**src/rtl/alu_issue_ctrl.sv**
```systemverilog
// alu_issue_ctrl: round-robin arbiter and sequencer that shares one registered 32-bit ALU
// between two requesters and returns each result over a valid/ready response channel.
module alu_issue_ctrl #(
  parameter bit          RR_INIT = 1'b0,  // requester holding priority after reset
  parameter int unsigned NUM_OPC = 10     // opcodes >= NUM_OPC are illegal
) (
  input  logic        CLK,
  input  logic        RST,        // active-low, synchronous

  // Requester 0
  input  logic        R0_REQ,
  input  logic [4:0]  R0_OPC,
  input  logic [31:0] R0_A,
  input  logic [31:0] R0_B,
  input  logic [4:0]  R0_SHFT,
  input  logic        R0_CIN,
  output logic        R0_GNT,

  // Requester 1
  input  logic        R1_REQ,
  input  logic [4:0]  R1_OPC,
  input  logic [31:0] R1_A,
  input  logic [31:0] R1_B,
  input  logic [4:0]  R1_SHFT,
  input  logic        R1_CIN,
  output logic        R1_GNT,

  // Response channel
  output logic        RSP_VALID,
  input  logic        RSP_RDY,
  output logic        RSP_ID,
  output logic [31:0] RSP_RSLT,
  output logic        RSP_ZR,
  output logic        RSP_NEG,
  output logic        RSP_COUT,
  output logic        RSP_OFLW,
  output logic        RSP_ERR,

  output logic        BUSY,

  // ALU interface
  output logic        ALU_EN,
  output logic [31:0] ALU_A,
  output logic [31:0] ALU_B,
  output logic [4:0]  ALU_OPC,
  output logic [4:0]  ALU_SHFT,
  output logic        ALU_CIN,
  input  logic [31:0] ALU_RSLT,
  input  logic        ALU_ZR,
  input  logic        ALU_NEG,
  input  logic        ALU_COUT,
  input  logic        ALU_OFLW
);

  localparam logic [4:0] OpcAdd = 5'd0;
  localparam logic [4:0] OpcSub = 5'd1;

  typedef enum logic [1:0] {
    StIdle    = 2'd0,
    StIssue   = 2'd1,
    StCapture = 2'd2,
    StResp    = 2'd3
  } state_t;

  state_t r_state;
  state_t w_state_nxt;
  logic   r_ptr;

  logic   w_gnt0;
  logic   w_gnt1;
  logic   w_gnt_any;
  logic   w_win;

  logic [4:0]  w_sel_opc;
  logic [31:0] w_sel_a;
  logic [31:0] w_sel_b;
  logic [4:0]  w_sel_shft;
  logic        w_sel_cin;

  logic        r_alu_en;
  logic [31:0] r_alu_a;
  logic [31:0] r_alu_b;
  logic [4:0]  r_alu_opc;
  logic [4:0]  r_alu_shft;
  logic        r_alu_cin;

  logic        r_rsp_valid;
  logic        r_rsp_id;
  logic [31:0] r_rsp_rslt;
  logic        r_rsp_zr;
  logic        r_rsp_neg;
  logic        r_rsp_cout;
  logic        r_rsp_oflw;
  logic        r_rsp_err;

  logic        w_is_add;
  logic        w_is_sub;
  logic        w_illegal;
  logic        w_sub_oflw;

  // Next-state decode and round-robin grant selection
  always_comb begin
    w_state_nxt = r_state;
    w_gnt0      = 1'b0;
    w_gnt1      = 1'b0;
    w_win       = r_ptr;
    unique case (r_state)
      StIdle: begin
        if (R0_REQ || R1_REQ) begin
          // A lone requester wins outright; a tie goes to the priority pointer
          if (R0_REQ && R1_REQ) begin
            w_win = r_ptr;
          end else begin
            w_win = R1_REQ;
          end
          w_gnt0      = ~w_win;
          w_gnt1      = w_win;
          w_state_nxt = StIssue;
        end
      end
      StIssue:   w_state_nxt = StCapture;
      StCapture: w_state_nxt = StResp;
      StResp: begin
        if (RSP_RDY) begin
          w_state_nxt = StIdle;
        end
      end
      default:   w_state_nxt = StIdle;
    endcase
    // No grant may escape while reset is held, since the edge will not honour it
    if (!RST) begin
      w_gnt0 = 1'b0;
      w_gnt1 = 1'b0;
    end
  end

  assign w_gnt_any = w_gnt0 | w_gnt1;

  // Operand mux from the winning requester
  always_comb begin
    w_sel_opc  = R0_OPC;
    w_sel_a    = R0_A;
    w_sel_b    = R0_B;
    w_sel_shft = R0_SHFT;
    w_sel_cin  = R0_CIN;
    if (w_win) begin
      w_sel_opc  = R1_OPC;
      w_sel_a    = R1_A;
      w_sel_b    = R1_B;
      w_sel_shft = R1_SHFT;
      w_sel_cin  = R1_CIN;
    end
  end

  // Flag qualification for the capture stage, using the operands still held on the ALU
  always_comb begin
    w_is_add   = (r_alu_opc == OpcAdd);
    w_is_sub   = (r_alu_opc == OpcSub);
    w_illegal  = (32'(r_alu_opc) >= NUM_OPC);
    // The ALU only reports add overflow, so subtract overflow is derived here
    w_sub_oflw = (r_alu_a[31] != r_alu_b[31]) & (ALU_RSLT[31] != r_alu_a[31]);
  end

  // State register and priority pointer
  always_ff @(posedge CLK) begin
    if (!RST) begin
      r_state <= StIdle;
      r_ptr   <= RR_INIT;
    end else begin
      r_state <= w_state_nxt;
      if (w_gnt_any) begin
        r_ptr <= ~w_win;
      end
    end
  end

  // ALU drive registers: operands latched on grant and held until the next grant
  always_ff @(posedge CLK) begin
    if (!RST) begin
      r_alu_en   <= 1'b0;
      r_alu_a    <= '0;
      r_alu_b    <= '0;
      r_alu_opc  <= '0;
      r_alu_shft <= '0;
      r_alu_cin  <= 1'b0;
    end else begin
      // Enable is high exactly for the ISSUE cycle that follows a grant
      r_alu_en <= w_gnt_any;
      if (w_gnt_any) begin
        r_alu_a    <= w_sel_a;
        r_alu_b    <= w_sel_b;
        r_alu_opc  <= w_sel_opc;
        r_alu_shft <= w_sel_shft;
        r_alu_cin  <= w_sel_cin;
      end
    end
  end

  // Response registers: owner on grant, payload on capture, valid cleared on handshake
  always_ff @(posedge CLK) begin
    if (!RST) begin
      r_rsp_valid <= 1'b0;
      r_rsp_id    <= 1'b0;
      r_rsp_rslt  <= '0;
      r_rsp_zr    <= 1'b0;
      r_rsp_neg   <= 1'b0;
      r_rsp_cout  <= 1'b0;
      r_rsp_oflw  <= 1'b0;
      r_rsp_err   <= 1'b0;
    end else begin
      if (w_gnt_any) begin
        r_rsp_id <= w_win;
      end
      if (r_state == StCapture) begin
        r_rsp_valid <= 1'b1;
        r_rsp_rslt  <= ALU_RSLT;
        r_rsp_zr    <= ALU_ZR;
        r_rsp_neg   <= ALU_NEG;
        r_rsp_cout  <= (w_is_add | w_is_sub) & ALU_COUT;
        r_rsp_oflw  <= (w_is_add & ALU_OFLW) | (w_is_sub & w_sub_oflw);
        r_rsp_err   <= w_illegal;
      end else if ((r_state == StResp) && RSP_RDY) begin
        r_rsp_valid <= 1'b0;
      end
    end
  end

  assign R0_GNT    = w_gnt0;
  assign R1_GNT    = w_gnt1;
  assign BUSY      = (r_state != StIdle);

  assign ALU_EN    = r_alu_en;
  assign ALU_A     = r_alu_a;
  assign ALU_B     = r_alu_b;
  assign ALU_OPC   = r_alu_opc;
  assign ALU_SHFT  = r_alu_shft;
  assign ALU_CIN   = r_alu_cin;

  assign RSP_VALID = r_rsp_valid;
  assign RSP_ID    = r_rsp_id;
  assign RSP_RSLT  = r_rsp_rslt;
  assign RSP_ZR    = r_rsp_zr;
  assign RSP_NEG   = r_rsp_neg;
  assign RSP_COUT  = r_rsp_cout;
  assign RSP_OFLW  = r_rsp_oflw;
  assign RSP_ERR   = r_rsp_err;

`ifndef SYNTHESIS
  // Grants are mutually exclusive and only ever issued from IDLE
  a_gnt_excl: assert property (@(posedge CLK) !(R0_GNT && R1_GNT));
  a_gnt_idle: assert property (@(posedge CLK) (R0_GNT || R1_GNT) |-> (r_state == StIdle));
`endif

endmodule

```
**config.mk**
```make
export PLATFORM = sky130hd
export DESIGN_NAME = alu_issue_ctrl
export DESIGN_NICKNAME = d
export VERILOG_FILES = /design/src/rtl/alu_issue_ctrl.sv
export SDC_FILE = /design/constraint.sdc
export NUM_CORES = 1
export LEC_CHECK = 0
export CORE_MARGIN = 5
export CORE_UTILIZATION = 39
export CTS_CLUSTER_DIAMETER = 120
export CTS_CLUSTER_SIZE = 30
export DETAILED_ROUTE_END_ITERATION = 16
export PLACE_DENSITY = 0.84
export SYNTH_ARGS = -nofsm -noshare
export SYNTH_HDL_FRONTEND = slang
export SYNTH_SLANG_ARGS = --single-unit
```
**constraint.sdc**
```tcl
create_clock -name CLK -period 3.2 [get_ports CLK]
set_clock_uncertainty 0.1 [all_clocks]
set_input_delay 0.32 -clock CLK [delete_from_list [all_inputs] [get_ports CLK]]
set_output_delay 0.32 -clock CLK [all_outputs]
set_load 0.01 [all_outputs]
```
* Word-level counts from Yosys, hierarchy flattened
Cells that the tools add are included.
Word-level totals: register bits 118, bits in latches 0, memory bits (writable) 0, ROM bits 0, input bits 191, output and inout bits 118, logic and storage cells 63, memories kept 0
Operators by class: add/subtract/negate cells 0, $mul 0, divide/modulo/power cells 0, $lt $le $gt $ge 1, eq/ne operators 8, shifts and indexed selects 0, multiplexer cells 21, bitwise logic cells 9, reductions and logical operators 8
Operator list (number):
- two-way mux 32 bit | 2
- two-way mux 1 bit | 14
- two-way mux 5 bit | 2
- case mux 2 bit (4 select lines) | 1
- == test 5 x 1 -> 1 bit, second input constant | 1
- >= comparator 5 x 4 -> 1 bit, second input constant | 1
- zero test 5 bit | 1
- AND 1 bit | 4
- == test 2 bit, second input constant | 2
- two-way mux 2 bit | 2
- != test 2 bit, second input constant | 2
- nonzero test 2 bit | 2
- OR 1 bit | 3
- == test 2 x 1 -> 1 bit, second input constant | 1
- logical AND 1 bit | 2
- zero test 2 bit | 1
- != test 1 bit | 2
- NOT 1 bit | 2
- AND reduction 2 bit | 1
- logical OR 1 bit | 1

* Longest topological paths before layout
Gate-level depths: netlist of the first run.
depth in word-level cells 9, depth in mapped cells 8, mapped depth without buffers 5

* Least setup slack after synthesis of the first run
OpenSTA, ideal clock, no wires.
kind flip-flop to flip-flop, start point register r_state[0], end point register r_alu_a[19], in the netlist ALU_A[19], library setup time 122 ps, arrival time 1613 ps, required time 2978 ps, setup slack 1365 ps, cell stages (with the launch flop) 9, buffers on the path 3, clock period less this slack 1835 ps, cell sequence dfxtp_1 > inv_1 > ha_1 > and2_4 > and3_1 > buf_6 > buf_6 > buf_6 > a221o_1
Between the ends: longest elaborated chain between the ends 4, elaborated cells on any way between the ends 8, those cells by class 6 x mux; 1 x bitwise; 1 x reduce/logical
Ends and longest elaborated chain:
- from (decl) | RTL line 65 | state_t r_state;
- from (signal assigned) | RTL line 167 | r_state <= StIdle;
- from (signal assigned) | RTL line 170 | r_state <= w_state_nxt;
- zero test 2 bit (*) | RTL line 107 | unique case (r_state)
- two-way mux 1 bit | RTL line 107
- two-way mux 1 bit | RTL line 131 | if (!RST) begin
- OR 1 bit | RTL line 137 | assign w_gnt_any = w_gnt0 | w_gnt1;
- to (signal assigned) | RTL line 190 | r_alu_a <= w_sel_a;
- to (decl) | RTL line 81 | logic [31:0] r_alu_a;
Every way passes the cells marked *; elsewhere a longest branch is shown, timed or not. A chain may end at the register's enable or synchronous reset.

* Final worst setup path of the first run
start point register r_state[0], end point output R1_GNT
Between the ends: longest elaborated chain between the ends 3
Ends and longest elaborated chain:
- zero test 2 bit | RTL line 107
- two-way mux 1 bit | RTL line 107
- two-way mux 1 bit | RTL line 131
- to (decl) | RTL line 26 | output logic R1_GNT,
Every way passes these cells.

==> impl_metrics.env, run 1 <==
export IMPL_synth_area_leader_cell="dfxtp_1"
export IMPL_clockBufferDepth=2
export IMPL_rsz0062_at_grt="no"
export IMPL_cp_arrival_ps=2050
export IMPL_synthCells=425
export IMPL_p_sw_share_pct=30.5
export IMPL_yosys_area_top_type_share_pct=49.8
export IMPL_fin_crit_sh_pct=77.0
export IMPL_min_path_cells=2
export IMPL_p_switching_w=0.00193
export IMPL_clockRootBuffer="clkbuf_16"
export IMPL_ys_types=26
export IMPL_critPathKind="reg2out"
export IMPL_clock_power_share_pct=31.1
export IMPL_drtPass1Iterations=4
export IMPL_nets=914
export IMPL_cts_hold_buf=0
export IMPL_n_antenna_cell=0
export IMPL_vias=4714
export IMPL_rows=40
export IMPL_drcViolationCount=0
export IMPL_grt_pass1_wl_um=26800
export IMPL_ys_seq_area_share_pct=49.8
export IMPL_port_buffers=308
export IMPL_ys_ff_latch=118
export IMPL_grt_overflow_total=0
export IMPL_cts_clk_slew_worst_paths_ps=50
export IMPL_synthSimpleGateAreaFrac_pct=18.8
export IMPL_cts_tree="yes"
export IMPL_synth_compound_area_share_pct=17.7
export IMPL_synth_top_family_by_area="simple AND/OR/NAND/NOR gates"
export IMPL_syn_area_per_cell_sq_um=11.2
export IMPL_ctsHtreeMaxLevel=4
export IMPL_p_per_area_nw_per_um2=743
export IMPL_synth_area_leaders="dfxtp_1 50%, a221o_1 16%, nor3b_1 12%, mux2i_1 7.6%, nor2b_1 4.9%"
export IMPL_synth_mux_area_share_pct=7.60
export IMPL_p_leak_nw=3.07
export IMPL_die_h_um=120
export IMPL_r2r_cells=7
export IMPL_wire_per_inst_um=20.1
export IMPL_worstPathMaxFanout=4
export IMPL_critPathCaptureType="output port"
export IMPL_antenna_found_initial=0
export IMPL_vdd_drop_max_uv=344
export IMPL_synth_xor_area_share_pct=0
export IMPL_ctsResizeCount=0
export IMPL_fin_crit_ps=2470
export IMPL_hpwl_um=13000
export IMPL_yosysWarnings=0
export IMPL_cp_required_ps=2780
export IMPL_drt_iter0_markers=305
export IMPL_drive_gt1_share_pct=6.97
export IMPL_tightestPinTransition_ps=610
export IMPL_syn2layout_area_growth_pct=79.8
export IMPL_intPower_w=0.00440
export IMPL_status="complete, no violations"
export IMPL_cts_sinks=118
export IMPL_start_util_pct=39.6
export IMPL_finalSetupViolCount=0
export IMPL_design_portCount=309
export IMPL_clk_latency_ps=400
export IMPL_tns_ps=0
export IMPL_fmax_ghz=0.406
export IMPL_core_region_area_sq_um=12000
export IMPL_synth_nets=620
export IMPL_syn_cell_area_sq_um=4740
export IMPL_post_cts_setup_buffers=0
export IMPL_ant_nets=0
export IMPL_min_path_type="reg2reg"
export IMPL_drv_slew=0
export IMPL_cap_violations=0
export IMPL_grt_pass1_vias=4913
export IMPL_grt_max_degree=53
export IMPL_synth_fa_ha_area_share_pct=1.06
export IMPL_final_hold_viol_count=0
export IMPL_utilization_pct=71.2
export IMPL_cts_buffers=17
export IMPL_slew_headroom_pct=59.3
export IMPL_viasPerCell=5.36
export IMPL_chipWidth_um=120
export IMPL_wl_um=17700
export IMPL_start_kind="register"
export IMPL_dieArea_sq_um=14500
export IMPL_seqPwrFrac_pct=32.8
export IMPL_gr_usage_all_layers_pct=23.5
export IMPL_pwr_share_comb_pct=36.1
export IMPL_gp_congestion=0.766
-- worst max-delay path, cell delays in order (launching register included) --
cell             delay [ps]
dfxtp_1                 320
inv_1                   120
ha_1                    250
and2_4                  190
and3_2                  200
clkdlybuf4s50_1         560
-- registers in the layout (all words and copies together) (netlist names), 2 cells and up --
| register | cells |
|---|---|
| r_state | 2 |
| ALU_OPC | 5 |
| RSP_RSLT | 32 |
| ALU_SHFT | 5 |
| ALU_A | 32 |
| ALU_B | 32 |
-- synth_stat cells, drive strengths merged --
cell,number
and2,2
nand2b,3
and3,1
nor4,1
a31oi,1
o21a,2
dfxtp,118
nand3,3
buf,25
nor2,2
o22ai,1
a21oi,3
o221a,2
mux2i,36
a221o,75
o21ai,3
nor3b,76
ha,4
inv,4
nand2,6
a21boi,1
clkbuf,19
nor2b,37
-- power groups by stage --
stage	clock network, W	logic (W)	registers, W
3_5_place_dp	0	0.00229	0.00209
5_1_grt	0.00207	0.00244	0.00211
4_1_cts	0.00199	0.00230	0.00207
2_1_floorplan	0	0.000920	0.00223
6_report	0.00197	0.00229	0.00207
3_3_place_gp	0	0.00223	0.00207
-- cells by family after synthesis --
logic type / after synthesis
AO/OA/AOI/OAI: 88
adder cells (fa/ha/maj): 4
buffers and inverters: 48
flip-flops: 118
multiplexers: 36
AND/OR/NAND/NOR: 131
-- through the flow --
stage          cells  total power [W]  setup WS (ps)  hold WS, ps  instance area [sq um]
2_1_floorplan    425          0.00315           1370          352                   4740
3_3_place_gp     847          0.00431            726          356                   7910
3_5_place_dp     847          0.00438            744          364                   7910
4_1_cts          879          0.00637            714          374                   8520
5_1_grt          879          0.00662            641          401                   8520
6_report         879          0.00633            735          378                   8520
-- per-layer routing --
metal	wire [um]	GRT usage (%)	vias up
li1	-	-	2204
met1	6800	26.9	2233
met2	8910	41.0	240
met3	1490	6.88	37
met4	504	9.28	0
met5	0	0	-
-- cells in the final DEF, fill, tap and decap left out, types with 4 or more instances in the layout --
cell               n
clkdlybuf4s50_1  308
dfxtp_1          118
nor3b_1           76
a221o_1           75
nor2b_1           37
mux2i_1           36
clkbuf_16         17
buf_4              9
nand2_1            6
inv_1              4
clkinv_4           4
-- area by class of cell --
class                           instances  area [sq um]
Clock inverter                         14           175
Tap cell                              147           184
Clock buffer                           18           439
Fill cell                             886          3440
Sequential cell                       118          2360
Timing Repair Buffer                  319          3190
Inverter                                4          15.0
Multi-Input combinational cell        259          2150
-- worst paths after layout --
kind	slack (ps)	to	from
worst max-delay path	730	R1_GNT	r_state[0]$_SDFFE_PN0P_
worst min-delay path	380	RSP_OFLW$_SDFFE_PN0P_	RSP_OFLW$_SDFFE_PN0P_
worst max register to register	860	ALU_A[2]$_SDFFE_PN0P_	r_state[0]$_SDFFE_PN0P_
worst min register to register	380	RSP_OFLW$_SDFFE_PN0P_	RSP_OFLW$_SDFFE_PN0P_
Note: power is estimated with default switching activity, not from simulation.
==> inputs of run 2 (changes only) <==
--- a/config.mk
+++ b/config.mk
@@ -6,11 +6,11 @@
 export NUM_CORES = 1
 export LEC_CHECK = 0
 export CORE_MARGIN = 5
-export CORE_UTILIZATION = 39
+export CORE_UTILIZATION = 33
 export CTS_CLUSTER_DIAMETER = 120
 export CTS_CLUSTER_SIZE = 30
 export DETAILED_ROUTE_END_ITERATION = 16
-export PLACE_DENSITY = 0.84
+export PLACE_DENSITY = 0.75
 export SYNTH_ARGS = -nofsm -noshare
 export SYNTH_HDL_FRONTEND = slang
 export SYNTH_SLANG_ARGS = --single-unit
==> constraint.sdc (replaced) <==
create_clock -name CLK -period 2.05 [get_ports CLK]
set_clock_uncertainty 0.1 [all_clocks]
set_input_delay 0.205 -clock CLK [delete_from_list [all_inputs] [get_ports CLK]]
set_output_delay 0.205 -clock CLK [all_outputs]
set_load 0.01 [all_outputs]
==> impl_metrics.env, run 2 (synthesized netlist as in run 1, its figures left out) <==
export IMPL_status="complete, no violations"
export IMPL_grt_pass1_vias=5008
export IMPL_vias=4695
export IMPL_reg2reg_to="ALU_B[4]$_SDFFE_PN0P_"
export IMPL_r2r_cells=7
export IMPL_core_region_area_sq_um=14000
export IMPL_cp_required_ps=1750
export IMPL_dieArea_sq_um=16900
export IMPL_nets=916
export IMPL_dp_slack_ps=82.2
export IMPL_min_path_cells=2
export IMPL_r2r_start="r_state[0]$_SDFFE_PN0P_"
export IMPL_critPathKind="reg2out"
export IMPL_grt_max_degree=77
export IMPL_clk_latency_ps=410
export IMPL_setup_slack_ps=74.6
export IMPL_slowest_stage="dfxtp_2"
export IMPL_path_buf_inv=2
export IMPL_endpoint="R1_GNT"
export IMPL_n_antenna_cell=0
export IMPL_drive_gt1_share_pct=7.37
export IMPL_crit_start="r_state[0]$_SDFFE_PN0P_"
export IMPL_slew_headroom_pct=70.6
export IMPL_min_path_type="in2reg"
export IMPL_ctsHtreeMaxLevel=4
export IMPL_drtPass1Iterations=5
export IMPL_cp_depth=5
export IMPL_gr_usage_all_layers_pct=20.4
export IMPL_chipWidth_um=130
export IMPL_die_h_um=130
export IMPL_clockRootBuffer="clkbuf_16"
export IMPL_start_kind="register"
export IMPL_rsz0062_at_grt="no"
export IMPL_p_per_area_nw_per_um2=1150
export IMPL_syn2layout_area_growth_pct=82.3
export IMPL_worstPathMaxFanout=3
export IMPL_start_util_pct=33.9
export IMPL_vdd_drop_max_uv=619
export IMPL_tightestPinTransition_ps=437
export IMPL_mostFrequentLayoutCell="clkdlybuf4s50_1"
export IMPL_viasPerCell=5.14
export IMPL_fin_crit_sh_pct=96.4
export IMPL_wire_per_inst_um=19.3
export IMPL_grt_overflow_total=0
export IMPL_grt_pass1_wl_um=26700
export IMPL_antenna_found_initial=0
export IMPL_gp_congestion=0.820
export IMPL_tns_ps=0
export IMPL_ant_nets=0
export IMPL_wl_um=17700
export IMPL_post_cts_setup_buffers=0
export IMPL_drcViolationCount=0
export IMPL_max_stage_delay_ps=330
export IMPL_cts_buffers=17
export IMPL_design_portCount=309
export IMPL_fmax_ghz=0.506
export IMPL_cpLargestDelayFamily="simple AND/OR/NAND/NOR gates"
export IMPL_layout_common_cells="305 x clkdlybuf4s50_1, 116 x dfxtp_1, 76 x nor3b_1"
export IMPL_cp_arrival_ps=1670
export IMPL_drv_slew=0
export IMPL_critPathCaptureType="output port"
export IMPL_cap_violations=0
export IMPL_drt_iter0_markers=198
export IMPL_cts_hold_buf=0
export IMPL_path_cells="inv_1, ha_1, and2_4, and3_4, clkdlybuf4s15_1"
export IMPL_p_leak_nw=3.11
export IMPL_finalSetupViolCount=0
export IMPL_cts_clk_slew_worst_paths_ps=50
export IMPL_rows=43
export IMPL_hpwl_um=13100
export IMPL_final_hold_viol_count=0
export IMPL_cts_sinks=118
export IMPL_fin_crit_ps=1980
export IMPL_cts_tree="yes"
export IMPL_port_buffers=308
export IMPL_r2r_slack_ps=190
export IMPL_clockBufferDepth=2
## run 2: cell count changes in the layout (fill, tap and decap cells not counted), moves of 3 or more
cell,change
buf_12,+5
buf_4,-3
clkbuf_8,+4
clkdlybuf4s50_1,-3
clkinv_4,-4
## run 2: worst reg2reg max path: cells and delay by family (launching register included)
kind | cells | cell delay, ps
AOI/OAI and AO/OA | 2 | 620
adders and majority gates | 1 | 200
buffers and inverters | 4 | 480
DFF | 1 | 330
## run 2: worst min path at each step
stage | slack (ps) | to | startpoint
5_1_grt | 290 | ALU_A[21]$_SDFFE_PN0P_ | R1_A[21]
4_1_cts | 270 | RSP_COUT$_SDFFE_PN0P_ | ALU_COUT
2_1_floorplan | 240 | ALU_A[0]$_SDFFE_PN0P_ | R1_A[0]
6_report | 290 | ALU_A[17]$_SDFFE_PN0P_ | R1_A[17]
3_3_place_gp | 360 | RSP_OFLW$_SDFFE_PN0P_ | RSP_OFLW$_SDFFE_PN0P_
3_5_place_dp | 370 | ALU_B[27]$_SDFFE_PN0P_ | ALU_B[27]$_SDFFE_PN0P_
## run 2: where the power goes
group | switching (W) | total [W] | internal (W)
Sequential | 0.000352 | 0.00324 | 0.00289
Combinational | 0.00156 | 0.00365 | 0.00209
Clock | 0.000999 | 0.00306 | 0.00206
## run 2: layout make-up
class                      count  area [sq um]
multi-input combinational    259          2160
clock inverter                 8           120
inverter                       4          15.0
tap                          180           225
timing repair buffer         321          3260
sequential                   118          2360
fill                        1142          5350
clock buffer                  23           498
## run 2: timing repair
action                     in CTS  in global routing
setup endpoints to repair       3                  2
resized for setup               6                  3
pin swaps                       0                  0
gates cloned                    0                  0
hold endpoints to repair        0                  0
## run 2: metrics by stage
| step | hold slack [ps] | utilization [%] | instances | area, sq um | power [W] |
|---|---|---|---|---|---|
| after global routing | 287 | 61.8 | 913 | 8640 | 0.0104 |
| after global placement | 361 | 57.4 | 882 | 8020 | 0.00685 |
| after detailed placement | 366 | 57.4 | 882 | 8020 | 0.00694 |
| final | 294 | 61.8 | 913 | 8640 | 0.00995 |
| after floorplan | 244 | - | 425 | 4740 | 0.00491 |
| after CTS | 273 | 61.8 | 913 | 8640 | 0.0100 |
## run 2: per-layer routing
| metal | track usage [%] | vias up | share of wire, % |
|---|---|---|---|
| met4 | 10.2 | 0 | 3.8 |
| li1 | - | 2199 | - |
| met1 | 22.7 | 2224 | 38 |
| met3 | 7.29 | 41 | 8.7 |
| met5 | 0 | - | 0 |
| met2 | 34.7 | 231 | 49 |
==> inputs of run 3 (changes only) <==
--- a/config.mk
+++ b/config.mk
@@ -7,10 +7,12 @@
 export LEC_CHECK = 0
 export CORE_MARGIN = 5
 export CORE_UTILIZATION = 33
-export CTS_CLUSTER_DIAMETER = 120
+export CTS_CLUSTER_DIAMETER = 30
 export CTS_CLUSTER_SIZE = 30
 export DETAILED_ROUTE_END_ITERATION = 16
+export HOLD_SLACK_MARGIN = 0.15
 export PLACE_DENSITY = 0.75
+export REMOVE_ABC_BUFFERS = 1
 export SYNTH_ARGS = -nofsm -noshare
 export SYNTH_HDL_FRONTEND = slang
 export SYNTH_SLANG_ARGS = --single-unit
==> impl_metrics.env, run 3 (synthesized netlist as in run 1, its figures left out) <==
export IMPL_status="complete, no violations"
export IMPL_mostFrequentLayoutCell="clkdlybuf4s50_1"
export IMPL_cp_depth=6
export IMPL_cpLargestDelayFamily="compound AO/OA/AOI/OAI gates"
export IMPL_gp_congestion=0.798
export IMPL_fmax_ghz=0.510
export IMPL_syn2layout_area_growth_pct=83.3
export IMPL_wire_per_inst_um=19.8
export IMPL_p_per_area_nw_per_um2=1180
export IMPL_path_buf_inv=2
export IMPL_cp_arrival_ps=2150
export IMPL_cts_sinks=118
export IMPL_fillers=1111
export IMPL_drv_slew=0
export IMPL_grt_pass1_wl_um=27300
export IMPL_post_cts_setup_buffers=0
export IMPL_p_leak_nw=3.15
export IMPL_hpwl_um=13700
export IMPL_cts_buffers=17
export IMPL_multi_input_area_sq_um=2160
export IMPL_drcViolationCount=0
export IMPL_p_switching_w=0.00294
export IMPL_n_antenna_cell=0
export IMPL_place_area_sq_um=8010
export IMPL_viasPerCell=5.11
export IMPL_seqPwrFrac_pct=31.6
export IMPL_rsz0062_at_grt="yes"
export IMPL_tightestPinTransition_ps=569
export IMPL_dieArea_sq_um=16900
export IMPL_port_buffers=308
export IMPL_cts_tree="yes"
export IMPL_ant_nets=0
export IMPL_fin_crit_sh_pct=95.6
export IMPL_path_cells="inv_1, ha_2, and2_4, and3_2, buf_4, a221o_1"
export IMPL_pwr_share_comb_pct=35.6
export IMPL_max_stage_delay_ps=400
export IMPL_rows=43
export IMPL_min_path_cells=3
export IMPL_r2r_cells=6
export IMPL_cts_clk_slew_worst_paths_ps=50
export IMPL_vdd_drop_max_uv=617
export IMPL_nets=921
export IMPL_worstPathMaxFanout=36
export IMPL_cp_required_ps=2240
export IMPL_start_kind="register"
export IMPL_drt_iter0_markers=190
export IMPL_clock_power_share_pct=32.8
export IMPL_fin_crit_ps=1960
export IMPL_layout_common_cells="305 x clkdlybuf4s50_1, 118 x dfxtp_1, 76 x nor3b_1"
export IMPL_critPathCaptureType="register"
export IMPL_start_util_pct=33.9
export IMPL_clockBufferDepth=2
export IMPL_regArea_sq_um=2360
export IMPL_ctsHtreeMaxLevel=4
export IMPL_cap_violations=0
export IMPL_drive_gt1_share_pct=7.85
export IMPL_grt_overflow_total=0
export IMPL_final_cell_count_no_fill=919
export IMPL_die_h_um=130
export IMPL_design_portCount=309
export IMPL_clk_latency_ps=410
export IMPL_placed_cells=887
export IMPL_gr_usage_all_layers_pct=21.0
export IMPL_core_region_area_sq_um=14000
export IMPL_slowest_stage="a221o_1"
export IMPL_clockRootBuffer="clkbuf_16"
export IMPL_finalSetupViolCount=0
export IMPL_final_hold_viol_count=0
export IMPL_wl_um=18200
export IMPL_min_path_type="in2reg"
export IMPL_drtPass1Iterations=4
export IMPL_chipWidth_um=130
export IMPL_grt_max_degree=54
export IMPL_tns_ps=0
export IMPL_intPower_w=0.00732
export IMPL_slew_headroom_pct=62.1
export IMPL_p_sw_share_pct=28.6
export IMPL_vias=4697
export IMPL_critPathKind="reg2reg"
export IMPL_antenna_found_initial=0
export IMPL_grt_pass1_vias=5040
export IMPL_postLayoutCellArea_sq_um=8690
export IMPL_hold_ws_ps=292
-- run 3: cell types whose count changed in the layout (fill, tap and decap cells not counted), moves of 2 or more --
cell and change:
dfxtp_2 -2, buf_12 -4, dfxtp_1 +2, buf_4 +9, bufinv_16 +2, clkinv_2 -2
-- run 3: cell type report --
| class | instances | area share, % |
|---|---|---|
| tap | 180 | 2.59 |
| sequential | 118 | 27.2 |
| multi-input combinational | 259 | 24.8 |
| timing repair buffer | 326 | 37.4 |
| clock buffer | 25 | 5.93 |
| inverter | 4 | 0.173 |
| clock inverter | 7 | 1.87 |
-- run 3: repair_timing --
action | CTS | global route
gates resized for setup | 7 | 1
endpoints found under the setup margin | 3 | 2
pin swaps | 0 | 0
hold buffers | 0 | 0
-- run 3: path summary, 6_finish.rpt --
kind / slack (ps) / from / end
max: 90 / r_state[0]$_SDFFE_PN0P_ / ALU_SHFT[4]$_SDFFE_PN0P_
min: 290 / ALU_COUT / RSP_COUT$_SDFFE_PN0P_
max reg2reg: 90 / r_state[0]$_SDFFE_PN0P_ / ALU_SHFT[4]$_SDFFE_PN0P_
min reg2reg: 390 / RSP_COUT$_SDFFE_PN0P_ / RSP_COUT$_SDFFE_PN0P_
-- run 3: through the flow --
stage	utilization, %	setup slack (ps)	total power (W)
3_3_place_gp	57.3	-74.5	0.00684
3_5_place_dp	57.3	-68.7	0.00694
4_1_cts	62.1	68.5	0.0103
2_1_floorplan	-	-842	0.00482
6_report	62.1	90.1	0.0103
5_1_grt	62.1	-2.54	0.0108
-- run 3: power groups by stage --
| stage | Sequential (W) | Combinational, W | Clock [W] |
|---|---|---|---|
| after global placement | 0.00325 | 0.00359 | 0 |
| after global routing | 0.00331 | 0.00393 | 0.00353 |
| after CTS | 0.00325 | 0.00368 | 0.00341 |
| final | 0.00325 | 0.00365 | 0.00336 |
| after floorplan | 0.00348 | 0.00134 | 0 |
| after detailed placement | 0.00327 | 0.00367 | 0 |
-- run 3: per-layer routing --
| layer | up-vias | wire [um] | GRT usage (%) |
|---|---|---|---|
| li1 | 2215 | - | - |
| met1 | 2199 | 7020 | 23.6 |
| met2 | 253 | 8790 | 35.8 |
| met3 | 30 | 1920 | 8.64 |
| met4 | 0 | 419 | 8.07 |
| met5 | - | 0 | 0 |
-- run 3: worst register-to-register path, delay by kind of cell (launching register included) --
kind / cells / cell delay [ps]
buffers and inverters: 2 / 370
adders and majority gates: 1 / 230
and+or+nand+nor: 2 / 380
DFF: 1 / 360
AOI/OAI and AO/OA: 1 / 410
